--- config.mk ---
export PLATFORM = sky130hd
export DESIGN_NAME = regread_arbiter
export DESIGN_NICKNAME = d
export VERILOG_FILES = /design/src/rtl/regfile_pkg.sv /design/src/rtl/rr_arbiter.sv /design/src/rtl/regread_arbiter.sv
export SDC_FILE = /design/constraint.sdc
export NUM_CORES = 1
export LEC_CHECK = 0
export CAP_MARGIN = 20
export CORE_ASPECT_RATIO = 0.9
export CORE_UTILIZATION = 45
export CTS_CLUSTER_DIAMETER = 100
export DETAILED_ROUTE_END_ITERATION = 7
export PLACE_DENSITY = 0.85
export SKIP_LAST_GASP = 1
export SYNTH_ARGS = -nofsm -noshare
export SYNTH_HDL_FRONTEND = slang
export SYNTH_SLANG_ARGS = --single-unit
--- constraint.sdc ---
create_clock -name clk -period 6.8 [get_ports clk]
set_clock_uncertainty 0.2 [all_clocks]
set_input_delay 2.04 -clock clk [delete_from_list [all_inputs] [get_ports clk]]
set_output_delay 2.04 -clock clk [all_outputs]
set_load 0.01 [all_outputs]
--- src/rtl/regfile_pkg.sv ---
// Register file shared definitions, also used by the read mux and the register array.
package regfile_pkg;
  localparam int REG_AW = 5;
  localparam int REG_DW = 32;
  localparam int REG_N  = 32;

  typedef logic [REG_AW-1:0] reg_idx_t;
endpackage

--- src/rtl/rr_arbiter.sv ---
// Combinational round-robin pick: first asserted request at or after ptr, wrapping upward.
module rr_arbiter #(
  parameter  int NREQ = 4,
  localparam int IW   = $clog2(NREQ)
) (
  input  logic [NREQ-1:0] req,
  input  logic [IW-1:0]   ptr,
  output logic [NREQ-1:0] gnt,
  output logic [IW-1:0]   gnt_id
);

  // Walk NREQ slots starting at ptr; the first hit is the only grant.
  always_comb begin
    logic found;
    int   idx;
    gnt    = '0;
    gnt_id = '0;
    found  = 1'b0;
    idx    = 0;
    for (int k = 0; k < NREQ; k++) begin
      idx = int'(ptr) + k;
      if (idx >= NREQ) idx = idx - NREQ;
      if (!found && req[idx]) begin
        found    = 1'b1;
        gnt[idx] = 1'b1;
        gnt_id   = IW'(idx);
      end
    end
  end

endmodule

--- src/rtl/regread_arbiter.sv ---
// Shares the register file read mux among NREQ clients: grant, select, then return data.
module regread_arbiter
  import regfile_pkg::*;
#(
  parameter int NREQ    = 4,
  parameter int AW      = REG_AW,
  parameter int DW      = REG_DW,
  parameter bit ZERO_R0 = 1'b1
) (
  input  logic              clk,
  input  logic              reset,
  input  logic [NREQ-1:0]   req_valid,
  input  logic [NREQ*AW-1:0] req_addr,
  output logic [NREQ-1:0]   req_ready,
  input  logic              stall,
  output logic [AW-1:0]     reg_no,
  input  logic [DW-1:0]     regData,
  output logic [NREQ-1:0]   rsp_valid,
  output logic [DW-1:0]     rsp_data
);

  localparam int IW = $clog2(NREQ);

  logic [IW-1:0]   rr_ptr;
  logic [IW-1:0]   gnt_id;
  logic [NREQ-1:0] gnt;
  logic            hs;
  logic            s_valid;
  logic [IW-1:0]   s_id;

  rr_arbiter #(.NREQ(NREQ)) u_arb (
    .req    (req_valid),
    .ptr    (rr_ptr),
    .gnt    (gnt),
    .gnt_id (gnt_id)
  );

  // Stall and reset both suppress the grant; a stalled request just waits.
  assign req_ready = (reset || stall) ? '0 : gnt;
  assign hs        = |req_ready;

  // Pointer moves just past the winner so it becomes lowest priority next time.
  always_ff @(posedge clk or posedge reset) begin
    if (reset)   rr_ptr <= '0;
    else if (hs) rr_ptr <= (gnt_id == IW'(NREQ - 1)) ? '0 : gnt_id + IW'(1);
  end

  // Select stage: latch the winner's address; reg_no holds when idle to keep the mux quiet.
  always_ff @(posedge clk or posedge reset) begin
    if (reset) begin
      reg_no  <= '0;
      s_valid <= 1'b0;
      s_id    <= '0;
    end else if (!stall) begin
      s_valid <= hs;
      if (hs) begin
        reg_no <= req_addr[int'(gnt_id)*AW +: AW];
        s_id   <= gnt_id;
      end
    end
  end

  // Response stage: capture mux output (r0 forced to zero when enabled) and strobe the owner.
  always_ff @(posedge clk or posedge reset) begin
    if (reset) begin
      rsp_data  <= '0;
      rsp_valid <= '0;
    end else if (!stall) begin
      rsp_data  <= (ZERO_R0 && reg_no == '0) ? '0 : regData;
      rsp_valid <= s_valid ? (NREQ'(1) << s_id) : '0;
    end
  end

endmodule

; Yosys cells after proc, flatten, opt, wreduce, memory -nomap -nowiden
; Cells that the tools add are included.
[totals]
ff_bits = 46
latch_bits = 0
mem_bits_rw = 0
mem_bits_ro = 0
inputBits = 59
elab_cells = 87
mem_count = 0
[op_classes]
n_addsub = 8
mul = 1
div_mod_pow = 0
order_cmp = 12
n_eq_ne = 1
n_shift = 2
mux = 39
bitwise = 4
n_reduce_logical = 14
[ops]
columns = cell, n
row1 = 32-bit 2-to-1 mux, 5
row2 = "32-bit by 1-bit >= comparator with 1-bit output, second input constant", 4
row3 = "32-bit by 4-bit less-than comparator with 1-bit output, second input constant", 4
row4 = "32-bit by 4-bit >= comparator with 1-bit output, second input constant", 3
row5 = "32-bit by 4-bit subtractor with 32-bit output, second input constant", 3
row6 = 4-bit 2-to-1 mux, 6
row7 = 20-bit by 6-bit variable part select with 5-bit output, 1
row8 = 1-bit 2-to-1 mux, 15
row9 = 4-bit OR, 3
row10 = 2-bit 2-to-1 mux, 5
row11 = 1-bit binary-select mux with 2-bit select, 4
row12 = 1-bit demux with 2-bit select, 4
row13 = 1-bit logical AND, 7
row14 = "2-bit by 2-bit adder with 3-bit output, second input constant", 2
row15 = 5-bit logical NOT, 1
row16 = "2-bit by 3-bit multiplier with 5-bit output, second input constant", 1
row17 = 4-bit OR reduction, 1
row18 = "1-bit by 2-bit left shift with 4-bit output, first input constant", 1
row19 = "2-bit by 3-bit subtractor with 4-bit output, second input constant", 1
row20 = "2-bit by 1-bit adder with 3-bit output, second input constant", 1
row21 = "2-bit by 3-bit >= comparator with 1-bit output, second input constant", 1
row22 = 1-bit logical NOT, 3
row23 = "2-bit by 1-bit adder with 2-bit output, second input constant", 1
row24 = "2-bit == test, second input constant", 1
row25 = 3 further kinds, 3

; Depth between registers and ports, before layout
[logic_depth]
depth_word = 18
mapped_depth = 12
mapped_depth_nobuf = 9

; By module
; From an unflattened synthesis, not the netlist that was laid out.
[unflattened]
cells_unflattened = 176
area_unflattened_um2 = 2323.5
[modules_own_cells]
columns = mod, n_inst, cells_per_inst, area_per_inst_um2, seq_area_each_um2
row1 = regread_arbiter, 1, 125, 1845.5, 1151.1
row2 = rr_arbiter, 1, 51, 478.0, 0.0

; Worst setup path after synthesis
; No wires, ideal clock.
[synth_path]
path_type = input -> output
start = input port req_valid[3]
end = output port req_ready[2]
t_arrival_ps = 3514
required_ps = 4560
slack_ps = 1046
stages = 6
path_cell_list = clkbuf_2 mux4_2 nor2b_4 a221o_2 o21ai_0 a21oi_1
[synth_via]
elab_chain_len = 14
[synth_lines]
columns = item, line_no
row1 = from (decl), regread_arbiter.sv:12  ; input logic [NREQ-1:0] req_valid,
row2 = 1-bit binary-select mux with 2-bit select, rr_arbiter.sv:23  ; if (!found && req[idx]) begin
row3 = 1-bit 2-to-1 mux (implied by the code) (2 in series), rr_arbiter.sv:23
row4 = 1-bit 2-to-1 mux, rr_arbiter.sv:23
row5 = 1-bit logical NOT, rr_arbiter.sv:23
row6 = 1-bit logical AND, rr_arbiter.sv:23
row7 = 1-bit 2-to-1 mux, rr_arbiter.sv:23
row8 = 1-bit logical NOT, rr_arbiter.sv:23
row9 = 1-bit logical AND, rr_arbiter.sv:23
row10 = 1-bit 2-to-1 mux, rr_arbiter.sv:23
row11 = 1-bit logical NOT, rr_arbiter.sv:23
row12 = 1-bit logical AND, rr_arbiter.sv:23
row13 = 4-bit 2-to-1 mux *, rr_arbiter.sv:23
row14 = 4-bit 2-to-1 mux *, regread_arbiter.sv:39  ; assign req_ready = (reset || stall) ? '0 : gnt;
row15 = to (decl), regread_arbiter.sv:14  ; output logic [NREQ-1:0] req_ready,
; Mark *: on every way between the ends. The rest lies on a longest branch, timed or not. The select of a mux whose other input is x is not followed.

; Worst setup path after layout
[layout_path]
start = input port req_valid[1]
end = output port req_ready[2]
; The elaborated chain is that of the path after synthesis.

==> flow_results.xml <==
<?xml version="1.0" encoding="UTF-8"?>
<metrics>
  <group name="outcome">
    <metric name="run_status" unit="">finished, final reports clean</metric>
  </group>
  <group name="global_routing">
    <metric name="groute.usage.overall" unit="">0.2297</metric>
    <metric name="vias_in_the_first_global_route" unit="">2078</metric>
    <metric name="grt_max_degree" unit="">47</metric>
    <metric name="grt_first_pass_wirelength" unit="um">9853</metric>
    <metric name="grt_antenna_before_repair" unit="">0</metric>
    <metric name="overflow_left_after_global_routing" unit="">0</metric>
  </group>
  <group name="critical_path">
    <metric name="setup.worst_path.start_class" unit="">input pin</metric>
    <metric name="cp_data_arrival_time" unit="ns">4.43</metric>
    <metric name="crit_path_top_delay_cell" unit="">mux4_2</metric>
    <metric name="end_kind" unit="">primary output</metric>
    <metric name="max_stage_delay" unit="ns">0.63</metric>
    <metric name="timing.critical_path.mode_cell" unit="">clkdlybuf4s50_1</metric>
    <metric name="reg2reg_slack" unit="ns">3.24</metric>
    <metric name="kind_of_critical_path" unit="">in -&gt; out</metric>
    <metric name="worst_ep_required_time" unit="ns">4.56</metric>
    <metric name="worstPathMaxFanout" unit="">9</metric>
    <metric name="cp_cell_sequence" unit="">clkdlybuf4s50_1, mux4_2, nor4b_4, nand2_1, a21oi_1, clkdlybuf4s50_1</metric>
  </group>
  <group name="power">
    <metric name="leakage" unit="uW">0.001508</metric>
    <metric name="share_clk_of_total_power" unit="">0.137</metric>
    <metric name="total_power_divided_by_cell_area" unit="mW/mm^2">343.4</metric>
    <metric name="power_report.internal_total" unit="uW">756.3</metric>
    <metric name="share_comb_of_total_power" unit="">0.531</metric>
    <metric name="sequentialPowerShare" unit="">0.332</metric>
    <metric name="switching_share" unit="">0.3722</metric>
    <metric name="power.ir.vdd_worst" unit="V">0.0002168</metric>
    <metric name="power.switching" unit="uW">448.4</metric>
  </group>
  <group name="timing">
    <metric name="fmaxAchievable" unit="GHz">0.1498</metric>
    <metric name="final_layout_setup_total_negative_slack" unit="ns">0</metric>
    <metric name="drv_slew" unit="">0</metric>
    <metric name="grt_setup_unrepaired" unit="">false</metric>
    <metric name="final_critical_path_setup_slack" unit="ns">0.1252</metric>
    <metric name="final-hold-violation-count" unit="">0</metric>
    <metric name="timing.slew.headroom" unit="">0.3636</metric>
    <metric name="finalCriticalPeriod" unit="ns">6.675</metric>
    <metric name="report.final.setup_viol" unit="">0</metric>
    <metric name="timing_worst_slew_pin_value" unit="ns">0.9547</metric>
    <metric name="final_min_period_over_clock_period" unit="">0.9816</metric>
  </group>
  <group name="clocking">
    <metric name="cts_hold_buf" unit="">0</metric>
    <metric name="cts.sinks" unit="">46</metric>
    <metric name="cts_repair_resize_count" unit="">0</metric>
    <metric name="post-cts-setup-buffers" unit="">0</metric>
    <metric name="clkSlewWorstSetupHoldPaths" unit="ns">0.09</metric>
    <metric name="ctsHtreeMaxLevel" unit="">2</metric>
    <metric name="clock_tree_root_buffer_cell" unit="">clkbuf_8</metric>
    <metric name="clk_path_buf_depth" unit="">2</metric>
    <metric name="cts_tree" unit="">built</metric>
    <metric name="numCtsBuffers" unit="">5</metric>
    <metric name="clk_latency" unit="ns">0.29</metric>
  </group>
  <group name="route">
    <metric name="drt-initial-drc-count" unit="">125</metric>
    <metric name="drc_errors" unit="">0</metric>
    <metric name="firstDrtPassIters" unit="">4</metric>
    <metric name="wl_per_cell" unit="um">16.81</metric>
    <metric name="post_drt_via_cell_ratio" unit="">5.613</metric>
    <metric name="vias_after_detailed_routing" unit="">1987</metric>
    <metric name="post_drt_antenna_nets" unit="">0</metric>
    <metric name="wl" unit="um">5952</metric>
  </group>
  <group name="die">
    <metric name="design.core.area" unit="mm^2">0.004925</metric>
    <metric name="die_y" unit="um">70.52</metric>
    <metric name="die-area" unit="mm^2">0.005509</metric>
    <metric name="die-width" unit="um">78.13</metric>
    <metric name="placementRows" unit="">24</metric>
    <metric name="design.portCount" unit="">104</metric>
    <metric name="initial_core_util" unit="">0.4766</metric>
  </group>
  <group name="cells_and_area">
    <metric name="final_layout_size_suffix_gt1_frac" unit="">0.1246</metric>
    <metric name="diode_insertion_count_for_antenna_repair" unit="">0</metric>
    <metric name="finalNetCount" unit="">352</metric>
    <metric name="area_growth_syn_to_layout" unit="%">49.47</metric>
  </group>
  <group name="synth">
    <metric name="fraction_of_the_mapped_netlist_area_in_compound_gates" unit="">0.2143</metric>
    <metric name="ys.flop_type" unit="">dfrtp_1</metric>
    <metric name="dominant_combinational_cell_family_by_area_after_synthesis" unit="">compound AO/OA/AOI/OAI gates</metric>
    <metric name="synth-adder-area-share" unit="">0.02665</metric>
    <metric name="share_of_synthesized_area_spent_on_multiplexers" unit="">0.1647</metric>
    <metric name="postSynthNetCount" unit="">253</metric>
    <metric name="synth_simple_gate_area_share" unit="">0.06077</metric>
    <metric name="synth-xor-area-share" unit="">0</metric>
    <metric name="syn-mean-instance-area" unit="um^2">12.42</metric>
    <metric name="yosys.cell_types.count" unit="">36</metric>
    <metric name="mappedNetlistArea" unit="mm^2">0.002347</metric>
    <metric name="ys_seq_elements" unit="">46</metric>
    <metric name="synth-warning-count" unit="">0</metric>
    <metric name="synth_enable_flop_cells" unit="">0</metric>
    <metric name="ys_seq_area_frac" unit="">0.4904</metric>
    <metric name="synthArstFlopShare" unit="">1.000</metric>
    <metric name="synthCells" unit="">189</metric>
  </group>
  <group name="place">
    <metric name="place.port_buffers" unit="">103</metric>
    <metric name="dp_hpwl" unit="um">4438</metric>
    <metric name="gp_congestion" unit="">0.8537</metric>
    <metric name="place_ws" unit="ns">0.1444</metric>
  </group>
  <group name="flow_run">
    <metric name="drv.max_cap_violation_count" unit="">0</metric>
  </group>
  <group name="worst_hold_path">
    <metric name="hold_class" unit="">reg -&gt; reg</metric>
  </group>
</metrics>
## metrics by stage
stage	util	std cells	hold WS (ns)	area (um^2)	power, uW
final	0.7124	354	0.2911	3508	1205
after floorplan	-	189	0.2694	2347	824.2
after global routing	0.7124	354	0.3369	3508	1284
after detailed placement	0.6941	346	0.2767	3418	1046
after global placement	0.6941	346	0.2736	3418	1024
after CTS	0.7124	354	0.2999	3508	1213
## placed cells by master (no fill, tap or decap), drive strengths merged, types with 2 or more instances in the layout
cell type,instances
a21oi,7
a221o,2
a22o,32
a2bb2oi,2
a32o,2
buf,5
clkbuf,5
clkdlybuf4s50,103
clkinv,2
dfrtp,46
ha,5
inv,5
mux2,10
mux2i,18
mux4,4
nand2,9
nand3b,2
nor2,9
o211ai,2
o21ai,4
o221ai,2
o31ai,2
or2,2
## critical path: cells and delay by family
| family | cells | cell delay [ns] |
|---|---|---|
| buffers and inverters | 2 | 1.08 |
| multiplexers | 1 | 0.63 |
| AND/OR/NAND/NOR | 2 | 0.52 |
| AO/OA/AOI/OAI | 1 | 0.16 |
## state kept, by name, summed over array words and instances (netlist names)
name,cells
rsp_data,32
reg_no,5
rsp_valid,4
rr_ptr,2
s_id,2
s_valid,1
## final timing paths
| check | start | to | cells past startpoint |
|---|---|---|---|
| hold / removal | rsp_valid[3] | rsp_valid[3] | 2 |
| min in group asynchronous | reset | rsp_valid[3] | 2 |
| max in group asynchronous | reset | s_valid | 2 |
| hold reg to reg | rsp_valid[3] | rsp_valid[3] | 2 |
| setup / recovery | req_valid[1] | req_ready[2] | 6 |
| setup reg to reg | rr_ptr[0] | reg_no[3] | 8 |
## Yosys cell counts, drive strengths merged (4+ instances only)
library cell	instances	share of area
buf	6	0.019
mux2i	18	0.077
dfrtp	46	0.49
a21oi	7	0.015
inv	5	0.0080
mux4	4	0.040
o21ai	4	0.0085
mux2	10	0.048
a22o	32	0.12
clkbuf	10	0.017
ha	5	0.027
nor2	9	0.014
nand2	9	0.014
## logic make-up (layout without fill, tap and decap cells)
logic type / Yosys count / count (layout)
AO/OA/AOI/OAI: 59 / 59
adder cells (fa/ha/maj): 5 / 5
buffers and inverters: 21 / 121
flip-flops: 46 / 46
multiplexers: 32 / 32
AND/OR/NAND/NOR: 26 / 26
## routing by layer
metal / GRT usage / wire length, um / share of wire
met3: 0.04444 / 236 / 0.040
met2: 0.4269 / 3153 / 0.53
met5: 0 / 0 / 0
met4: 0.04321 / 72 / 0.012
met1: 0.2769 / 2490 / 0.42
## power by group through the flow
stage / combinational, uW / sequential, uW / clock, uW
4_1_cts: 643 / 401 / 170
5_1_grt: 691 / 412 / 181
2_1_floorplan: 418 / 407 / 0
3_3_place_gp: 623 / 402 / 0
6_report: 639 / 400 / 166
3_5_place_dp: 641 / 404 / 0
## layout make-up
type | count | area [um^2]
multi-input cells | 122 | 1099
flip-flops and latches | 46 | 1151
repair buffers | 108 | 1069
well taps | 65 | 81.33
clock inverters | 3 | 21.27
inverters | 5 | 18.77
clock buffers | 5 | 68.82
fillers | 382 | 1416
Note: power is estimated with default switching activity, not from simulation.
